### src/rtl/alu_ctrl_decode_pkg.sv
// Shared ISA definitions for the WISC-SP13 ALU: opcodes, decoder state encoding
// and the control bundle handed from decode to the ALU stage.
package alu_ctrl_decode_pkg;

    localparam int unsigned INSTR_W  = 16;
    localparam int unsigned OPCODE_W = 5;
    localparam int unsigned IMM_W    = 16;
    localparam int unsigned CNT_W    = 2;

    localparam logic [OPCODE_W-1:0] OP_HALT  = 5'b00000;
    localparam logic [OPCODE_W-1:0] OP_NOP   = 5'b00001;
    localparam logic [OPCODE_W-1:0] OP_J     = 5'b00100;
    localparam logic [OPCODE_W-1:0] OP_JR    = 5'b00101;
    localparam logic [OPCODE_W-1:0] OP_JAL   = 5'b00110;
    localparam logic [OPCODE_W-1:0] OP_JALR  = 5'b00111;
    localparam logic [OPCODE_W-1:0] OP_ADDI  = 5'b01000;
    localparam logic [OPCODE_W-1:0] OP_SUBI  = 5'b01001;
    localparam logic [OPCODE_W-1:0] OP_XORI  = 5'b01010;
    localparam logic [OPCODE_W-1:0] OP_ANDNI = 5'b01011;
    localparam logic [OPCODE_W-1:0] OP_BEQZ  = 5'b01100;
    localparam logic [OPCODE_W-1:0] OP_BNEZ  = 5'b01101;
    localparam logic [OPCODE_W-1:0] OP_BLTZ  = 5'b01110;
    localparam logic [OPCODE_W-1:0] OP_BGEZ  = 5'b01111;
    localparam logic [OPCODE_W-1:0] OP_ST    = 5'b10000;
    localparam logic [OPCODE_W-1:0] OP_LD    = 5'b10001;
    localparam logic [OPCODE_W-1:0] OP_SLBI  = 5'b10010;
    localparam logic [OPCODE_W-1:0] OP_STU   = 5'b10011;
    localparam logic [OPCODE_W-1:0] OP_ROLI  = 5'b10100;
    localparam logic [OPCODE_W-1:0] OP_SLLI  = 5'b10101;
    localparam logic [OPCODE_W-1:0] OP_RORI  = 5'b10110;
    localparam logic [OPCODE_W-1:0] OP_SRLI  = 5'b10111;
    localparam logic [OPCODE_W-1:0] OP_LBI   = 5'b11000;
    localparam logic [OPCODE_W-1:0] OP_SHIFT = 5'b11010;
    localparam logic [OPCODE_W-1:0] OP_ALU   = 5'b11011;
    localparam logic [OPCODE_W-1:0] OP_SEQ   = 5'b11100;
    localparam logic [OPCODE_W-1:0] OP_SLT   = 5'b11101;
    localparam logic [OPCODE_W-1:0] OP_SLE   = 5'b11110;
    localparam logic [OPCODE_W-1:0] OP_SCO   = 5'b11111;

    // R-format function codes in instr[1:0] for OP_ALU
    localparam logic [1:0] FUNC_SUB  = 2'b01;
    localparam logic [1:0] FUNC_ANDN = 2'b11;

    typedef enum logic [1:0] {
        ST_EMPTY = 2'd0,
        ST_ONE   = 2'd1,
        ST_TWO   = 2'd2,
        ST_HALT  = 2'd3
    } state_e;

    typedef struct packed {
        logic [OPCODE_W-1:0] alu_op;
        logic                inv_a;
        logic                inv_b;
        logic                cin;
        logic [1:0]          lower_two;
        logic [IMM_W-1:0]    imm;
        logic                b_sel_imm;
    } ctrl_t;

    localparam ctrl_t CTRL_IDLE = '{OP_NOP, 1'b0, 1'b0, 1'b0, 2'b00, 16'h0000, 1'b0};

endpackage

### src/rtl/alu_ctrl_decode_lut.sv
// Purely combinational instruction-to-ALU-control lookup.
module alu_ctrl_lut
    import alu_ctrl_decode_pkg::*;
(
    input  logic [INSTR_W-1:0] instr,
    output ctrl_t              ctrl_c
);

    logic [OPCODE_W-1:0] opcode;
    logic [1:0]          func;

    always_comb begin
        opcode = instr[15:11];
        func   = instr[1:0];
        ctrl_c = '0;
        ctrl_c.alu_op    = opcode;
        ctrl_c.lower_two = ((opcode == OP_ALU) || (opcode == OP_SHIFT)) ? func : opcode[1:0];

        // Operand inversion / carry-in turn add into subtract or and into and-not
        case (opcode)
            OP_SUBI: begin
                ctrl_c.inv_a = 1'b1;
                ctrl_c.cin   = 1'b1;
            end
            OP_ANDNI: ctrl_c.inv_b = 1'b1;
            OP_ALU: begin
                if (func == FUNC_SUB) begin
                    ctrl_c.inv_a = 1'b1;
                    ctrl_c.cin   = 1'b1;
                end else if (func == FUNC_ANDN) begin
                    ctrl_c.inv_b = 1'b1;
                end
            end
            OP_SEQ, OP_SLT, OP_SLE: begin
                ctrl_c.inv_b = 1'b1;
                ctrl_c.cin   = 1'b1;
            end
            default: ;
        endcase

        case (opcode)
            OP_ADDI, OP_SUBI, OP_ST, OP_LD, OP_STU: begin
                ctrl_c.imm       = {{(IMM_W-5){instr[4]}}, instr[4:0]};
                ctrl_c.b_sel_imm = 1'b1;
            end
            OP_XORI, OP_ANDNI, OP_ROLI, OP_SLLI, OP_RORI, OP_SRLI: begin
                ctrl_c.imm       = {(IMM_W-5)'(0), instr[4:0]};
                ctrl_c.b_sel_imm = 1'b1;
            end
            OP_LBI, OP_BEQZ, OP_BNEZ, OP_BLTZ, OP_BGEZ, OP_JR, OP_JALR: begin
                ctrl_c.imm       = {{(IMM_W-8){instr[7]}}, instr[7:0]};
                ctrl_c.b_sel_imm = 1'b1;
            end
            OP_SLBI: begin
                ctrl_c.imm       = {(IMM_W-8)'(0), instr[7:0]};
                ctrl_c.b_sel_imm = 1'b1;
            end
            OP_J, OP_JAL: begin
                ctrl_c.imm       = {{(IMM_W-11){instr[10]}}, instr[10:0]};
                ctrl_c.b_sel_imm = 1'b1;
            end
            default: ;
        endcase
    end

endmodule

### src/rtl/alu_ctrl_decode.sv
// Decode stage: registers decoded ALU controls in a head/skid buffer with
// valid/ready handshakes, flush, and a terminal HALT state.
module alu_ctrl_decode
    import alu_ctrl_decode_pkg::*;
(
    input  logic                clk,
    input  logic                rst,
    input  logic                in_valid,
    input  logic [INSTR_W-1:0]  in_instr,
    output logic                in_ready,
    input  logic                flush,
    output logic                out_valid,
    input  logic                out_ready,
    output logic [OPCODE_W-1:0] alu_op,
    output logic                inv_a,
    output logic                inv_b,
    output logic                cin,
    output logic [1:0]          lower_two,
    output logic [IMM_W-1:0]    imm,
    output logic                b_sel_imm,
    output logic                halted
);

    state_e           state_q, state_d;
    logic [CNT_W-1:0] cnt_q, cnt_d;
    ctrl_t            head_q, head_d;
    ctrl_t            skid_q, skid_d;
    logic             out_valid_q, out_valid_d;
    logic             in_ready_q, in_ready_d;
    logic             halted_q, halted_d;
    ctrl_t            dec_c;
    logic             accept, pop;

    alu_ctrl_lut u_lut (
        .instr  (in_instr),
        .ctrl_c (dec_c)
    );

    always_ff @(posedge clk or posedge rst) begin
        if (rst) begin
            state_q     <= ST_EMPTY;
            cnt_q       <= '0;
            head_q      <= CTRL_IDLE;
            skid_q      <= CTRL_IDLE;
            out_valid_q <= 1'b0;
            in_ready_q  <= 1'b1;
            halted_q    <= 1'b0;
        end else begin
            state_q     <= state_d;
            cnt_q       <= cnt_d;
            head_q      <= head_d;
            skid_q      <= skid_d;
            out_valid_q <= out_valid_d;
            in_ready_q  <= in_ready_d;
            halted_q    <= halted_d;
        end
    end

    // Occupancy is tracked separately so HALT can still drain its entries
    always_comb begin
        state_d = state_q;
        cnt_d   = cnt_q;
        head_d  = head_q;
        skid_d  = skid_q;
        accept  = in_valid & in_ready_q;
        pop     = out_valid_q & out_ready;

        if (flush) begin
            cnt_d   = '0;
            head_d  = CTRL_IDLE;
            state_d = (state_q == ST_HALT) ? ST_HALT : ST_EMPTY;
        end else begin
            if (pop) begin
                head_d = (cnt_q == CNT_W'(2)) ? skid_q : CTRL_IDLE;
                cnt_d  = cnt_q - CNT_W'(1);
            end
            if (accept) begin
                if (cnt_d == '0) begin
                    head_d = dec_c;
                end else begin
                    skid_d = dec_c;
                end
                cnt_d = cnt_d + CNT_W'(1);
            end

            case (state_q)
                ST_HALT: state_d = ST_HALT;
                default: begin
                    if (accept && (dec_c.alu_op == OP_HALT)) begin
                        state_d = ST_HALT;
                    end else if (cnt_d == CNT_W'(2)) begin
                        state_d = ST_TWO;
                    end else if (cnt_d == CNT_W'(1)) begin
                        state_d = ST_ONE;
                    end else begin
                        state_d = ST_EMPTY;
                    end
                end
            endcase
        end

        out_valid_d = (cnt_d != '0);
        in_ready_d  = (state_d == ST_EMPTY) || (state_d == ST_ONE);
        halted_d    = (state_d == ST_HALT);
    end

    assign in_ready  = in_ready_q;
    assign out_valid = out_valid_q;
    assign halted    = halted_q;
    assign alu_op    = head_q.alu_op;
    assign inv_a     = head_q.inv_a;
    assign inv_b     = head_q.inv_b;
    assign cin       = head_q.cin;
    assign lower_two = head_q.lower_two;
    assign imm       = head_q.imm;
    assign b_sel_imm = head_q.b_sel_imm;

endmodule

### config.mk
export PLATFORM = sky130hd
export DESIGN_NAME = alu_ctrl_decode
export DESIGN_NICKNAME = d
export VERILOG_FILES = /design/src/rtl/alu_ctrl_decode_pkg.sv /design/src/rtl/alu_ctrl_decode_lut.sv /design/src/rtl/alu_ctrl_decode.sv
export SDC_FILE = /design/constraint.sdc
export NUM_CORES = 1
export LEC_CHECK = 0
export BUFFER_PORTS_ARGS = -buffer_cell sky130_fd_sc_hd__buf_2
export CORE_UTILIZATION = 50
export CTS_BUF_LIST = sky130_fd_sc_hd__clkbuf_16
export DETAILED_ROUTE_END_ITERATION = 10
export GPL_TIMING_DRIVEN = 0
export PLACE_DENSITY_LB_ADDON = 0.12
export REMOVE_ABC_BUFFERS = 1
export SKIP_CTS_REPAIR_TIMING = 1
export SYNTH_ARGS = -nofsm -noshare
export SYNTH_HDL_FRONTEND = slang
export SYNTH_SLANG_ARGS = --single-unit
### constraint.sdc
create_clock -name clk -period 6 [get_ports clk]
set_input_delay 0.3 -clock clk [delete_from_list [all_inputs] [get_ports clk]]
set_output_delay 0.3 -clock clk [all_outputs]
set_load 0.05 [all_outputs]
==> results of run 1 <==
## where the power goes
group / internal, mW / total (mW) / switching (mW)
Combinational: 0.0142 / 0.0508 / 0.0366
Clock: 0.152 / 0.282 / 0.130
Sequential: 0.377 / 0.377 / 0.0000000000000000186
Total: 0.544 / 0.710 / 0.167
## per-stage QoR
step	cell area (sq um)	setup slack [ns]	hold slack, ns	util, %
2_1_floorplan	2770	2.84	0.358	-
3_3_place_gp	3110	2.38	0.460	56.1
3_5_place_dp	3130	2.30	0.418	56.5
4_1_cts	3270	2.29	0.109	59.0
5_1_grt	3270	2.37	0.144	59.0
6_report	3270	2.71	0.0833	59.0
## per-layer routing
| metal | share of wire (%) | up-vias | GRT usage (%) |
|---|---|---|---|
| met3 | 4.4 | 7 | 4.07 |
| met2 | 48 | 59 | 40.7 |
| met4 | 1.2 | 0 | 6.48 |
| met5 | 0 | - | 0 |
| li1 | - | 1164 | - |
| met1 | 46 | 1176 | 33.3 |
## cells in the final DEF (no fill, tap or decap), drive strengths merged, types with 5 or more instances in the layout
master / n
a311oi: 8
clkbuf: 5
nor2: 31
nand2: 46
a21oi: 16
and3: 9
buf: 51
a22oi: 5
a221oi: 12
nand3: 12
dfrtp: 53
a211oi: 22
o21ai: 19
inv: 6
## registers in the layout, summed over array words and instances, names as in the netlist
name	cells
skid_q	22
imm	16
alu_op	5
cnt_q	2
lower_two	2
state_q	2
b_sel_imm	1
cin	1
halted	1
in_ready	1
inv_a	1
inv_b	1
out_valid	1
## kinds of logic (layout without fill, tap and decap cells)
logic type / Yosys count / in the layout
AO/OA/AOI/OAI: 94 / 94
XOR/XNOR: 3 / 3
adder cells (fa/ha/maj): 2 / 2
buffers and inverters: 33 / 64
flip-flops: 56 / 56
multiplexers: 2 / 2
AND/OR/NAND/NOR: 114 / 114
## cell type report
cell class / instances / share of cell area, %
timing repair buffer: 51 / 8.27
inverter: 5 / 0.574
multi-input combinational: 215 / 41.1
clock buffer: 5 / 3.83
sequential: 56 / 43.0
clock inverter: 3 / 0.459
tap: 72 / 2.76
## cell usage after synthesis (2+ instances only)
cell type  instances
dfrtp_1           53
nand2_1           41
nor2_1            31
o21ai_1           17
a211oi_1          16
a21oi_1           16
clkbuf_1          15
nand3_1           12
and3_1             9
buf_2              8
a221oi_1           7
a211oi_2           6
a311oi_1           6
a221oi_2           5
a22oi_1            5
inv_1              5
nand2_2            5
buf_1              4
dfstp_2            3
nor2b_1            3
nor3_1             3
ha_1               2
mux2i_1            2
nand2b_1           2
nand4_1            2
o21ai_0            2
o21bai_1           2
o32ai_1            2
xnor2_1            2
## critical path, stage by stage, from the launching register on
cell and delay [ns]:
dfrtp_1 0.56, and2_1 0.78, xnor2_1 0.28, ha_1 0.27, nand3_1 0.43, a311oi_4 0.52
nor2_1 0.13, a211oi_2 0.21
## worst min path at each step
stage	to	cells after the start	from
final	skid_q[4]	2	rst
after global routing	skid_q[4]	2	rst
after CTS	skid_q[4]	2	rst
after detailed placement	skid_q[4]	2	rst
after global placement	skid_q[18]	2	skid_q[18]
after floorplan	imm[10]	1	flush
==> impl_metrics.toml, run 1 <==
[outcome]
status = "finished clean"

[drt]
drcViolationCount = 0
ant_nets = 0
first_pass_iters = 5
drt_wl_total_um = 6830
viasPerCell = 5.91
routedWlPerCell_um = 16.8
drt-initial-drc-count = 170
num_vias = 2406

[finish]
drive_gt1_share_pct = 24.8
fin_nets = 357
multi_input_area_sq_um = 1350
n_fill_cell = 502
final-instance-count-excl-fill = 407
diodes = 0
ff_latch_area_sq_um = 1410
areaGrowthSynthToFinish_pct = 13.1

[run]
maxCapViolCount = 0

[critical_path]
ff2ff_setup_slack_ns = 2.71
crit_path_start = "out_valid"
crit_fanout = 23
critical_path_class = "register to register"
arrival_ns = 3.49
startpoint_type = "register"
r2r_start = "out_valid"
endpoint = "imm[13]"
regToRegEndpoint = "imm[13]"
crit_required_ns = 6.20
r2r_cells = 7
worstSetupEndpointType = "register"

[yosys]
yosys.area_share.simple_pct = 18.2
synth_area_sq_um = 2890
async_flop_share_pct = 100
synthCells = 304
synthMuxAreaShare_pct = 0.693
synth_top_cell_by_area = "dfrtp_1"
yosysSeqAreaShare_pct = 48.6
yosys.cell_types.count = 47
synth_top_family_by_area = "compound AO/OA/AOI/OAI gates"
yosysTopAreaCellShare_pct = 45.9
synth.area.top_cells = "dfrtp_1 (46%), nand2_1 (5.3%), a211oi_1 (4.2%)"
synth_warnings = 0
synth-compound-area-share_pct = 25.8
synth-edff-count = 0
ys_seq_elements = 56
syn_avg_cell_area_sq_um = 9.51
synth_top_flop_cell = "dfrtp_1"
synth_xor_area_share_pct = 0.909
synth_fa_ha_area_share_pct = 0.866

[global_route]
grtUsageTotal_pct = 24.5
grt_pass1_vias = 2423
grt_pass1_wl_um = 11600
grt_max_degree = 38
grt_antenna_before_repair = 0
overflow = 0

[clock_tree]
cts_sinks = 56
cts_made_buffers = 5
cts_root_buf = "clkbuf_16"
cts_tree = "built"
clk_path_buf_depth = 2
clkTransAtPathRegs_ns = 0.07
insertion_delay_ns = 0.29
htreeDepth = 2

[sta]
worst_pin_slew_ns = 1.24
period_needed_ns = 3.29
finalSetupViolCount = 0
maxSlewViolCount = 0
clock.fmax_ghz = 0.304
fin_crit_sh_pct = 54.8
rsz0062_at_grt = "false"
fin_tns_setup_ns = 0
slew_headroom_pct = 17.2
clock_skew_ns = 0.00498
hold_violations = 0

[power]
ir_drop_mv = 0.109
finalPower_mw = 0.710
p_per_area_nw_per_um2 = 217
leakagePower_nw = 1.45

[die]
fp-row-count = 27
initial_utilization_pct = 52.2
core_area_sq_um = 5540
dieArea_sq_um = 6090
fp.dieH_um = 78.0
fp.dieW_um = 78.0
io_pins = 51

[placement]
dp.final_hpwl_um = 4430
dp_cells = 399
portBuffers = 50
routabilityCongestion = 0.747

[min_path]
hold_path.class = "primary input to async pin"
Power figures use the tool's default switching activity.
==> run 2, diff against run 1 <==
Clock period 6 ns to 2.88 ns, I/O delays scaled along.
==> run 2 against run 1 <==
Maximum frequency is 25% higher. Non-clock buffer count grew 1. Clock power grew 110%. Via count is 0.67% higher. Count of clock-buffer cells in the layout did not move. Global-route usage is the same. Combinational power grew 110%. Critical path type unchanged. Critical endpoint unchanged. Highest routed layer unchanged.
==> impl_metrics.toml, run 2 (synthesis results as in run 1) <==
[critical_path]
worstSetupEndpointType = "register"
crit_path_start = "out_valid"
critical_path_class = "register to register"
r2r_cells = 7
crit_required_ns = 3.08
regToRegEndpoint = "imm[13]"
crit_fanout = 23
r2r_start = "out_valid"
startpoint_type = "register"
ff2ff_setup_slack_ns = 0.26
arrival_ns = 2.82

[finish]
largest_reg_flops = 22
post-route-cell-area_sq_um = 3300
diodes = 0
areaGrowthSynthToFinish_pct = 14.0
drive_gt1_share_pct = 26.2
fin_nets = 358
n_fill_cell = 500
regMostFlops = "skid_q"
final_common_cell = "dfrtp_1"
final_cell_mix = "dfrtp_1 (52), buf_2 (50), nand2_1 (40), nor2_1 (31), o21ai_1 (17)"

[drt]
first_pass_iters = 4
drt-initial-drc-count = 179
drcViolationCount = 0
ant_nets = 0
routedWlPerCell_um = 16.8
viasPerCell = 5.94
num_vias = 2422
drt_wl_total_um = 6860

[power]
ir_drop_mv = 0.229
p_per_area_nw_per_um2 = 451
finalPower_mw = 1.49
leakagePower_nw = 1.46

[die]
fp-row-count = 27
dieArea_sq_um = 6090
core_area_sq_um = 5540
initial_utilization_pct = 52.2
fp.dieH_um = 78.0
fp.dieW_um = 78.0
io_pins = 51

[global_route]
grt_pass1_wl_um = 11600
grt_pass1_vias = 2423
overflow = 0
grtUsageTotal_pct = 24.5
grt_antenna_before_repair = 0
grt_max_degree = 38

[min_path]
min_from = "in_instr[3]"
min_to = "skid_q[4]"
hold_path.class = "primary input to register"
hold-path-cell-count = 3

[clock_tree]
clkTransAtPathRegs_ns = 0.07
cts_tree = "built"
cts_made_buffers = 5
htreeDepth = 2
cts_sinks = 56
insertion_delay_ns = 0.29
clk_path_buf_depth = 2
cts_root_buf = "clkbuf_16"

[sta]
period_needed_ns = 2.62
clock_skew_ns = 0.00457
fin_crit_sh_pct = 91.0
slew_headroom_pct = 18.6
rsz0062_at_grt = "false"
finalSetupViolCount = 0
worst_pin_slew_ns = 1.22
maxSlewViolCount = 0
hold_violations = 0
clock.fmax_ghz = 0.382

[placement]
dpl-instance-area_sq_um = 3130
portBuffers = 50
dp.final_hpwl_um = 4430
routabilityCongestion = 0.747

[run]
maxCapViolCount = 0

[outcome]
status = "finished clean"
## run 2: power breakdown
part | switching (mW) | total, mW | internal (mW)
Sequential | 0.0000000000000000393 | 0.786 | 0.786
Combinational | 0.0769 | 0.107 | 0.0305
Clock | 0.276 | 0.593 | 0.317
## run 2: worst max-delay path by stage
stage          endpoint  slack (ns)  cells after the start
5_1_grt         imm[13]        0.01                      7
4_1_cts         imm[15]       -0.83                      7
6_report        imm[13]        0.26                      7
3_5_place_dp    imm[15]       -0.82                      7
3_3_place_gp    imm[15]       -0.74                      7
2_1_floorplan   imm[15]       -0.28                      7
## run 2: cell type report
class                      count  area (sq um)  share of cell area (%)
clock inverter                 3          15.0                   0.456
multi-input combinational    215          1360                    41.3
inverter                       5          18.8                   0.569
tap                           72          90.1                    2.73
timing repair buffer          52           280                    8.50
clock buffer                   5           125                    3.80
sequential                    56          1410                    42.7
## run 2: through the flow
stage               setup TNS [ns]  util, %  std cells  hold slack (ns)  setup WS (ns)
global route                     0     59.5        408            0.138         0.0146
detailed placement          -21.94     56.5        399            0.262         -0.824
global placement            -20.04     56.1        398            0.412         -0.742
floorplan                    -4.79        -        276            0.202         -0.281
finish                           0     59.5        408            0.111          0.260
CTS                         -22.26     59.0        407          -0.0473         -0.827
## run 2: per-layer routing
layer	vias to the layer above	GRT usage, %	wire length [um]
li1	1164	-	-
met1	1197	33.3	3190
met2	54	40.7	3330
met3	7	4.07	261
met4	0	6.48	84
met5	-	0	0
## run 2: worst max-delay path, cell delays in order, from the launching register on
cell and delay [ns]:
dfrtp_2 0.50, and2_4 0.28, xnor2_1 0.33, ha_1 0.30
nand3_2 0.28, a311oi_4 0.49, nor2_1 0.13, a211oi_2 0.21
